==> src/rtl/ps2_host_tx.sv <==
// ps2_host_tx: host-to-device PS/2 command transmitter driving open-drain clk/data enables.
// Raw lines are synchronized and glitch-filtered; the FSM paces bits on filtered falling edges.
module ps2_host_tx #(
  parameter int INHIBIT_CYCLES = 10000,
  parameter int TIMEOUT_CYCLES = 1500000,
  parameter int FILTER_LEN     = 8
) (
  input  logic       clk,
  input  logic       rst,
  input  logic [7:0] tx_data,
  input  logic       tx_valid,
  output logic       tx_ready,
  output logic       busy,
  output logic       tx_done,
  output logic       tx_error,
  input  logic       ps2_clk_in,
  input  logic       ps2_data_in,
  output logic       ps2_clk_oe,
  output logic       ps2_data_oe
);
  localparam int IW = $clog2(INHIBIT_CYCLES + 1);
  localparam int TW = $clog2(TIMEOUT_CYCLES + 1);
  localparam int FW = $clog2(FILTER_LEN + 1);

  typedef enum logic [2:0] {IDLE, INHIBIT, REQ, SEND, ACK, RELEASE, DONE, ERR} state_t;

  state_t          r_state;
  logic [1:0]      r_s1, r_s2, r_filt;
  logic [FW-1:0]   r_fcnt [2];
  logic            r_clk_d, r_fall;
  logic [9:0]      r_frame;
  logic [IW-1:0]   r_inh;
  logic [TW-1:0]   r_wd;
  logic [3:0]      r_bit;
  logic            r_ready, r_busy, r_done, r_err, r_clk_oe, r_data_oe;
  logic [1:0]      w_raw;

  assign w_raw       = {ps2_data_in, ps2_clk_in};
  assign tx_ready    = r_ready;
  assign busy        = r_busy;
  assign tx_done     = r_done;
  assign tx_error    = r_err;
  assign ps2_clk_oe  = r_clk_oe;
  assign ps2_data_oe = r_data_oe;

  // bit 0 = clock, bit 1 = data; both idle high
  always_ff @(posedge clk or posedge rst) begin
    if (rst) begin
      r_s1    <= 2'b11;
      r_s2    <= 2'b11;
      r_filt  <= 2'b11;
      r_clk_d <= 1'b1;
      r_fall  <= 1'b0;
      for (int k = 0; k < 2; k++) r_fcnt[k] <= '0;
    end else begin
      r_s1    <= w_raw;
      r_s2    <= r_s1;
      r_clk_d <= r_filt[0];
      r_fall  <= r_clk_d & ~r_filt[0];
      for (int k = 0; k < 2; k++) begin
        if (r_s2[k] == r_filt[k]) r_fcnt[k] <= '0;
        else if (r_fcnt[k] == FW'(FILTER_LEN - 1)) begin
          r_filt[k] <= r_s2[k];
          r_fcnt[k] <= '0;
        end else r_fcnt[k] <= r_fcnt[k] + FW'(1);
      end
    end
  end

  always_ff @(posedge clk or posedge rst) begin
    if (rst) begin
      r_state   <= IDLE;
      r_ready   <= 1'b1;
      r_busy    <= 1'b0;
      r_done    <= 1'b0;
      r_err     <= 1'b0;
      r_clk_oe  <= 1'b0;
      r_data_oe <= 1'b0;
      r_frame   <= '0;
      r_inh     <= '0;
      r_wd      <= '0;
      r_bit     <= '0;
    end else begin
      case (r_state)
        IDLE: if (tx_valid) begin
          r_frame  <= {1'b1, ~^tx_data, tx_data};
          r_clk_oe <= 1'b1;
          r_ready  <= 1'b0;
          r_busy   <= 1'b1;
          r_inh    <= '0;
          r_state  <= INHIBIT;
        end
        INHIBIT: if (r_inh == IW'(INHIBIT_CYCLES - 1)) begin
          r_data_oe <= 1'b1;
          r_state   <= REQ;
        end else r_inh <= r_inh + IW'(1);
        REQ: begin
          r_clk_oe <= 1'b0;
          r_bit    <= '0;
          r_wd     <= '0;
          r_state  <= SEND;
        end
        SEND, ACK, RELEASE: begin
          if (r_state == RELEASE && r_filt == 2'b11) begin
            r_done  <= 1'b1;
            r_state <= DONE;
          end else if (r_fall) begin
            r_wd <= '0;
            if (r_state == SEND) begin
              r_bit     <= r_bit + 4'd1;
              r_data_oe <= ~r_frame[r_bit];
              if (r_bit == 4'd9) r_state <= ACK;
            end else if (r_state == ACK) begin
              r_state   <= r_filt[1] ? ERR : RELEASE;
              r_err     <= r_filt[1];
              r_clk_oe  <= 1'b0;
              r_data_oe <= 1'b0;
            end
          end else if (r_wd == TW'(TIMEOUT_CYCLES - 1)) begin
            r_err     <= 1'b1;
            r_clk_oe  <= 1'b0;
            r_data_oe <= 1'b0;
            r_state   <= ERR;
          end else r_wd <= r_wd + TW'(1);
        end
        DONE: begin
          r_done  <= 1'b0;
          r_ready <= 1'b1;
          r_busy  <= 1'b0;
          r_state <= IDLE;
        end
        ERR: begin
          r_err     <= 1'b0;
          r_ready   <= 1'b1;
          r_busy    <= 1'b0;
          r_clk_oe  <= 1'b0;
          r_data_oe <= 1'b0;
          r_state   <= IDLE;
        end
        default: r_state <= IDLE;
      endcase
    end
  end
endmodule

==> config.mk <==
export PLATFORM = sky130hd
export DESIGN_NAME = ps2_host_tx
export DESIGN_NICKNAME = d
export VERILOG_FILES = /design/src/rtl/ps2_host_tx.sv
export SDC_FILE = /design/constraint.sdc
export NUM_CORES = 1
export LEC_CHECK = 0
export CORE_ASPECT_RATIO = 0.75
export CORE_MARGIN = 2
export CORE_UTILIZATION = 45
export DETAILED_ROUTE_END_ITERATION = 10
export PLACE_DENSITY = 0.67
export SETUP_SLACK_MARGIN = 0.1
export SYNTH_ARGS = -nofsm -noshare
export SYNTH_HDL_FRONTEND = slang
export SYNTH_SLANG_ARGS = --single-unit
==> constraint.sdc <==
create_clock -name clk -period 2.85 [get_ports clk]
set_input_delay 0.7125 -clock clk [delete_from_list [all_inputs] [get_ports clk]]
set_output_delay 0.7125 -clock clk [all_outputs]
set_load 0.02 [all_outputs]
==> results of run 1 <==
## flip-flops by register name, summed over array words and instances (netlist names)
signal,flops
r_s2,2
r_frame,10
ps2_clk_oe,1
r_fall,1
r_inh,14
r_fcnt,8
r_bit,4
tx_ready,1
tx_done,1
tx_error,1
r_s1,2
r_wd,21
r_state,3
r_clk_d,1
r_filt,2
busy,1
ps2_data_oe,1
## where the power goes
part           internal (mW)  switching (mW)  total, mW
combinational          0.687           0.845       1.53
sequential              1.38           0.383       1.76
clock                  0.814           0.422       1.24
## kinds of logic (layout without fill, tap and decap cells)
| logic type | Yosys count | in the layout | synth area share [%] |
|---|---|---|---|
| simple gates | 163 | 163 | 22.1 |
| compound gates | 87 | 87 | 14.2 |
| buf+inv | 31 | 55 | 3.39 |
| mux | 17 | 17 | 5.00 |
| fa+ha+maj | 6 | 6 | 1.88 |
| flops | 74 | 74 | 46.7 |
| xor+xnor | 30 | 30 | 6.60 |
## cells in the final DEF (no fill, tap or decap), types with 12 or more instances in the layout
| cell type | instances |
|---|---|
| inv_1 | 12 |
| mux2_2 | 13 |
| dfrtp_1 | 66 |
| nand3_1 | 17 |
| xnor2_1 | 28 |
| clkdlybuf4s50_1 | 18 |
| o21ai_0 | 19 |
| nor3_1 | 13 |
| or3_1 | 13 |
| nor2_1 | 42 |
| nand2_1 | 26 |
| a21oi_1 | 28 |
## routing by layer
| layer | part of all wire, % | wire length, µm | global-route usage, % | vias to the layer above |
|---|---|---|---|---|
| met1 | 52 | 4440 | 30.9 | 1507 |
| li1 | - | - | - | 1512 |
| met4 | 1.1 | 90 | 6.21 | 0 |
| met2 | 41 | 3520 | 24.8 | 84 |
| met5 | 0 | 0 | 0 | - |
| met3 | 5.2 | 440 | 4.50 | 9 |
## area by class of cell
cell class                 count  area, µm²
clock buffer                  12        256
clock inverter                 4       73.8
fill                         743       3910
inverter                      13       48.8
multi-input combinational    303       1990
sequential                    74       1860
tap                          108        135
timing repair buffer          26        253
## worst paths after layout
| kind | startpoint | end | depth (start not counted) |
|---|---|---|---|
| max | r_wd[7] | r_state[1] | 6 |
| min | r_s1[1] | r_s2[1] | 0 |
| max reg2reg | r_wd[7] | r_state[1] | 6 |
| min reg2reg | r_s1[1] | r_s2[1] | 0 |
| max in group asynchronous | rst | tx_ready | 3 |
| min in group asynchronous | rst | r_fcnt[5] | 3 |
==> impl_metrics.yaml, run 1 <==
floorplanning:
  die_area_um2: 9630
  rows: 29
  die_h_um: 85.5
  initial_core_util_pct: 46.7
  io_pins: 19
  coreArea_um2: 8530
  fp.dieW_um: 113
yosys:
  synth_top_area_share_pct: 41.5
  syn_area_per_cell_um2: 9.76
  synthDistinctLibCells: 60
  syn_inst: 408
  yosysSeqAreaShare_pct: 46.7
  ys_seq_elements: 74
  syn_nets: 427
  synth-edff-count: 0
  yosysWarningCount: 0
  synth.top_cells.by_count: "dfrtp_1 (66), nor2_1 (42), a21oi_1 (28), xnor2_1 (28), nand2_1 (26)"
  netlist_area_um2: 3980
  synth_top_area_cell: "dfrtp_1"
  yosys_most_used_dff: "dfrtp_1"
  synthArstFlopShare_pct: 100
  yosysMostFrequentCell: "dfrtp_1"
  netlist_top_cells_area: "dfrtp_1 (41%), xnor2_1 (6.2%), dfstp_2 (5.3%)"
timing:
  fin_worst_skew_ns: 0.00546
  tns_ns: 0
  max_freq_mhz: 430
  relSlewSlack_pct: 58.8
  setup_slack_ns: 0.524
  fin_crit_ns: 2.33
  setup_viol: 0
  holdWs_ns: 0.355
  worstMarginPinSlew_ns: 0.612
  rsz0062_at_grt: "no"
  maxSlewViolCount: 0
  finalCritPeriodShare_pct: 81.6
  hold_viol_final: 0
global_routing:
  grt_overflow: 0
  grt_max_degree: 75
  grt_pass1_vias: 2819
  grt_pass1_wl_mm: 14.6
  antenna_found_initial: 0
  track_usage_pct: 19.1
final_layout:
  syn_to_final_growth_pct: 16.0
  final_cell_count_no_fill: 540
  fin_nets: 446
  fin_util_pct: 54.2
  n_antenna_cell: 0
  drive_above_1_share_pct: 13.7
  fin_area_um2: 4620
clock_tree:
  post-cts-setup-buffer-count: 0
  cts-buffers-inserted: 9
  clock_sinks: 74
  cts_tree: "yes"
  clkTransAtPathRegs_ns: 0.06
  hold_buffers: 0
  clock_latency_ns: 0.33
  htree_num_levels: 3
  cts_resized: 0
  clk_path_buf_depth: 2
  clock-root-buffer: "clkbuf_16"
place:
  gp_congestion: 0.933
  dpl_cell_area_um2: 4290
  dp.cells: 524
  place_ws_ns: 0.512
  dp_hpwl_mm: 5.91
  port_buffers: 18
min_path:
  hp-class: "reg2reg"
critical_path:
  worstSetupEndpointType: "flip-flop"
  crit_buf_inv: 1
  worstPathCellList: "or4b_4, nor4_4, buf_4, a211oi_2, o31ai_1, o311a_1"
  critPathMaxFanout: 7
  worstPathArrival_ns: 2.59
  critPathKind: "reg2reg"
  slowest_delay_ns: 0.58
  path_delay_family: "simple AND/OR/NAND/NOR gates"
  required_ns: 3.12
  cp-start-kind: "flip-flop"
  cpMaxStageDelayCell: "or4b_4"
  r2r_slack_ns: 0.52
drt:
  wire_per_inst_um: 15.7
  num_vias: 3112
  routed_wl_mm: 8.49
  drc: 0
  vias_per_cell: 5.76
  drt-pass1-iter-count: 5
  first_iter_violations: 221
  ant_nets: 0
power_and_ir_drop:
  totalPowerFinal_mw: 4.53
  peakVddDrop_mv: 0.447
  power.leakage_nw: 1.89
  p_per_area_nw_per_um2: 981
run:
  maxCapViolations: 0
run_status:
  status: "finished clean"
No activity file was read; power rests on OpenSTA's default activity.
==> run 2, diff against run 1 <==
- PLACE_DENSITY: 0.67 -> 0.7
- clock period: 2.85 -> 2 ns (I/O delays scaled with it)
==> impl_metrics.yaml, run 2 (synthesis gave the netlist of run 1 again) <==
run_status:
  status: "finished with violations"
  violations: "setup timing"
critical_path:
  cp-start-kind: "flip-flop"
  worstPathCellList: "or4b_4, nor4_4, buf_6, a21oi_4, a21o_1, o32a_1"
  worstSetupEndpointType: "flip-flop"
  r2r_slack_ns: -0.02
  slowest_delay_ns: 0.55
  worstPathArrival_ns: 2.24
  cpMaxStageDelayCell: "or4b_4"
  required_ns: 2.23
  critPathMaxFanout: 7
  critPathKind: "reg2reg"
floorplanning:
  coreArea_um2: 8530
  io_pins: 19
  rows: 29
  fp.dieW_um: 113
  die_area_um2: 9630
  initial_core_util_pct: 46.7
  die_h_um: 85.5
timing:
  rsz0062_at_grt: "yes"
  setup_slack_ns: -0.0169
  worstMarginPinSlew_ns: 0.400
  fin_worst_skew_ns: 0.00851
  maxSlewViolCount: 0
  finalCritPeriodShare_pct: 101
  max_freq_mhz: 496
  setup_viol: 1
  relSlewSlack_pct: 73.2
  holdWs_ns: 0.355
  fin_crit_ns: 2.02
  hold_viol_final: 0
clock_tree:
  clkTransAtPathRegs_ns: 0.06
  cts-buffers-inserted: 9
  clock_latency_ns: 0.34
  clock_sinks: 74
  clk_path_buf_depth: 2
  htree_num_levels: 3
  hold_buffers: 0
  cts_tree: "yes"
  clock-root-buffer: "clkbuf_16"
final_layout:
  fin_util_pct: 60.5
  seqCellArea_um2: 1860
  final_common_cell: "dfrtp_1"
  mostFrequentLayoutCells: "dfrtp_1 (65), buf_4 (47), nor2_1 (40)"
  reg_top3: "r_wd (21), r_inh (14), r_frame (10)"
  fillers: 695
  drive_above_1_share_pct: 27.7
  n_antenna_cell: 0
  fin_nets: 491
  largest_reg_flops: 21
  multi_input_area_um2: 2200
  top_register: "r_wd"
  final_cell_count_no_fill: 585
  syn_to_final_growth_pct: 29.6
power_and_ir_drop:
  totalPowerFinal_mw: 7.00
  comb_power_share_pct: 42.6
  sequentialPowerShare_pct: 34.1
  peakVddDrop_mv: 1.02
  power.leakage_nw: 2.14
  p_switching_mw: 2.62
  pwr-share-clk_pct: 23.3
  swShare_pct: 37.4
  p_per_area_nw_per_um2: 1360
  intPower_mw: 4.39
run:
  maxCapViolations: 0
drt:
  routed_wl_mm: 9.25
  wire_per_inst_um: 15.8
  drt-pass1-iter-count: 5
  num_vias: 3332
  drc: 0
  ant_nets: 0
  first_iter_violations: 233
  vias_per_cell: 5.70
global_routing:
  grt_pass1_vias: 3129
  track_usage_pct: 19.9
  grt_overflow: 0
  grt_max_degree: 75
  antenna_found_initial: 0
  grt_pass1_wl_mm: 15.3
place:
  dp.cells: 561
  port_buffers: 18
  place_ws_ns: 0.0112
  dp_hpwl_mm: 6.22
  gp_congestion: 0.923
min_path:
  hp-class: "reg2reg"
-- run 2: layer usage --
metal / GRT usage [%] / vias to the layer above / wire length, µm
met4: 6.43 / 0 / 149
li1: - / 1600 / -
met2: 29.7 / 100 / 4220
met5: 0 / - / 0
met3: 5.50 / 16 / 482
met1: 28.2 / 1616 / 4400
-- run 2: power by group through the flow --
stage          sequential (mW)  clock, mW  combinational (mW)
3_5_place_dp              2.40          0                2.61
4_1_cts                   2.38       1.67                2.72
2_1_floorplan             2.36          0                1.72
3_3_place_gp              2.38          0                2.56
5_1_grt                   2.46       1.74                3.24
6_report                  2.39       1.63                2.98
-- run 2: cell type report --
cell class,count,area share [%]
Sequential cell,74,36.1
Tap cell,108,2.62
Timing Repair Buffer,71,11.8
Clock buffer,10,4.63
Clock inverter,6,1.26
Multi-Input combinational cell,303,42.6
Inverter,13,1.02
-- run 2: stage by stage --
| stage | TNS [ns] | area, µm² |
|---|---|---|
| after floorplan | 0 | 4020 |
| final | -0.0169 | 5160 |
| after global placement | 0 | 4600 |
| after CTS | 0 | 4950 |
| after detailed placement | 0 | 4600 |
| after global routing | -0.247 | 5160 |
-- run 2: path summary, 6_finish.rpt --
path,start,endpoint,cells after the start
max,r_wd[10],ps2_clk_oe,6
min,r_s1[1],r_s2[1],0
max reg2reg,r_wd[10],ps2_clk_oe,6
min reg2reg,r_s1[1],r_s2[1],0
max in group asynchronous,rst,tx_ready,3
min in group asynchronous,rst,r_fcnt[7],3
-- run 2: what timing repair did --
| action | 4_1_cts | 5_1_grt |
|---|---|---|
| pin swaps | 1 | 15 |
| endpoints found under the setup margin | 21 | 30 |
| setup buffers | 3 | 5 |
| resized for setup | 9 | 37 |
-- run 2: critical path: cells and delay by family (launching register included) --
family,cells,cell delay [ns]
buf+inv,1,0.18
compound gates,3,0.56
simple gates,2,0.79
flops,1,0.37
==> run 3, diff against run 2 <==
- PLACE_DENSITY: 0.7 -> 0.67
- clock period: 2 -> 2.1 ns (I/O delays scaled with it)
==> impl_metrics.yaml, run 3 (synthesis gave the netlist of run 1 again) <==
critical_path:
  cpMaxStageDelayCell: "or4b_4"
  critPathKind: "reg2reg"
  worstPathCellList: "or4b_4, nor4_4, buf_6, a21oi_4, a21o_1, o32a_1"
  path_delay_family: "simple AND/OR/NAND/NOR gates"
  slowest_delay_ns: 0.56
  critPathMaxFanout: 6
  crit_buf_inv: 1
  required_ns: 2.32
  worstPathArrival_ns: 2.28
  cp-start-kind: "flip-flop"
  worstSetupEndpointType: "flip-flop"
place:
  place_ws_ns: 0.0489
  dpl_cell_area_um2: 4520
  port_buffers: 18
  gp_congestion: 0.863
  dp_hpwl_mm: 6.09
drt:
  routed_wl_mm: 9.13
  first_iter_violations: 262
  vias_per_cell: 5.73
  ant_nets: 0
  drc: 0
  drt-pass1-iter-count: 5
  num_vias: 3324
  wire_per_inst_um: 15.7
final_layout:
  n_antenna_cell: 0
  fin_nets: 486
  drive_above_1_share_pct: 23.7
  fin_area_um2: 5010
  reg_top3: "r_wd (21), r_inh (14), r_frame (10)"
  largest_reg_flops: 21
  syn_to_final_growth_pct: 25.9
  fin_util_pct: 58.8
  final_common_cell: "dfrtp_1"
  top_register: "r_wd"
  mostFrequentLayoutCells: "dfrtp_1 (64), buf_4 (41), nor2_1 (40)"
global_routing:
  grt_max_degree: 75
  antenna_found_initial: 0
  track_usage_pct: 20.0
  grt_pass1_wl_mm: 15.3
  grt_pass1_vias: 3150
  grt_overflow: 0
clock_tree:
  clock-root-buffer: "clkbuf_16"
  cts-buffers-inserted: 9
  clock_latency_ns: 0.34
  htree_num_levels: 3
  clock_sinks: 74
  hold_buffers: 0
  clkTransAtPathRegs_ns: 0.06
  cts_tree: "yes"
  clk_path_buf_depth: 2
floorplanning:
  die_area_um2: 9630
  initial_core_util_pct: 46.7
  coreArea_um2: 8530
  fp.dieW_um: 113
  io_pins: 19
  rows: 29
  die_h_um: 85.5
timing:
  maxSlewViolCount: 0
  max_freq_mhz: 487
  fin_crit_ns: 2.06
  rsz0062_at_grt: "yes"
  setup_viol: 0
  hold_viol_final: 0
  relSlewSlack_pct: 63.0
  setup_slack_ns: 0.0449
  finalCritPeriodShare_pct: 97.9
  worstMarginPinSlew_ns: 0.550
  fin_worst_skew_ns: 0.00683
power_and_ir_drop:
  p_per_area_nw_per_um2: 1280
  power.leakage_nw: 2.09
  peakVddDrop_mv: 0.881
  totalPowerFinal_mw: 6.43
run:
  maxCapViolations: 0
run_status:
  status: "finished clean"
min_path:
  hp-class: "reg2reg"
[run 3: changes by cell type in the layout (fill, tap and decap cells not counted), moves of 3 or more]
cell | previous run | this run
nor4_1 | 1 | 4
clkbuf_1 | 0 | 3
buf_4 | 47 | 41
nor4_2 | 3 | 0
a21oi_1 | 24 | 27
o21ai_0 | 15 | 18
[run 3: worst register-to-register path: stages, from the launching register on]
cell and delay, ns:
dfrtp_1 0.40, or4b_4 0.56, nor4_4 0.27, buf_6 0.19, a21oi_4 0.08, a21o_1 0.17
o32a_1 0.28
[run 3: final cells by class]
type,instances,area (µm²)
fillers,714,3510
well taps,108,135
clock buffers,13,250
clock inverters,3,15.0
inverters,13,52.6
flip-flops and latches,74,1860
multi-input cells,303,2100
repair buffers,66,592
[run 3: layer usage]
layer	wire [µm]	up-vias	GRT usage, %
met2	4090	75	30.2
met3	413	10	5.36
li1	-	1585	-
met5	0	-	0
met1	4530	1654	28.3
met4	98	0	6.43
[run 3: through the flow]
step | TNS (ns) | hold WS (ns) | cells
floorplan | 0 | 0.345 | 408
global placement | 0 | 0.346 | 550
detailed placement | 0 | 0.347 | 550
CTS | 0 | 0.355 | 569
global route | -0.135 | 0.358 | 580
finish | 0 | 0.354 | 580
[run 3: path summary, 6_finish.rpt]
check                        endpoint  startpoint  slack (ns)  depth (start not counted)
max reg2reg                ps2_clk_oe    r_wd[12]        0.04                          6
min reg2reg                   r_s2[0]     r_s1[0]        0.35                          0
max in group asynchronous    tx_ready         rst        1.12                          3
min in group asynchronous  r_frame[2]         rst        0.65                          3
min                           r_s2[0]     r_s1[0]        0.35                          0
max                        ps2_clk_oe    r_wd[12]        0.04                          6
[run 3: power by group]
part           switching [mW]  internal, mW  leakage [nW]
Combinational            1.38          1.33          1.01
Clock                   0.579         0.827         0.133
Sequential              0.438          1.88         0.949
Total                    2.39          4.03          2.09
[run 3: timing repair]
item	in CTS	in global routing
setup buffers	3	11
pin swaps	6	17
endpoints found under the setup margin	13	20
gates resized for setup	8	22
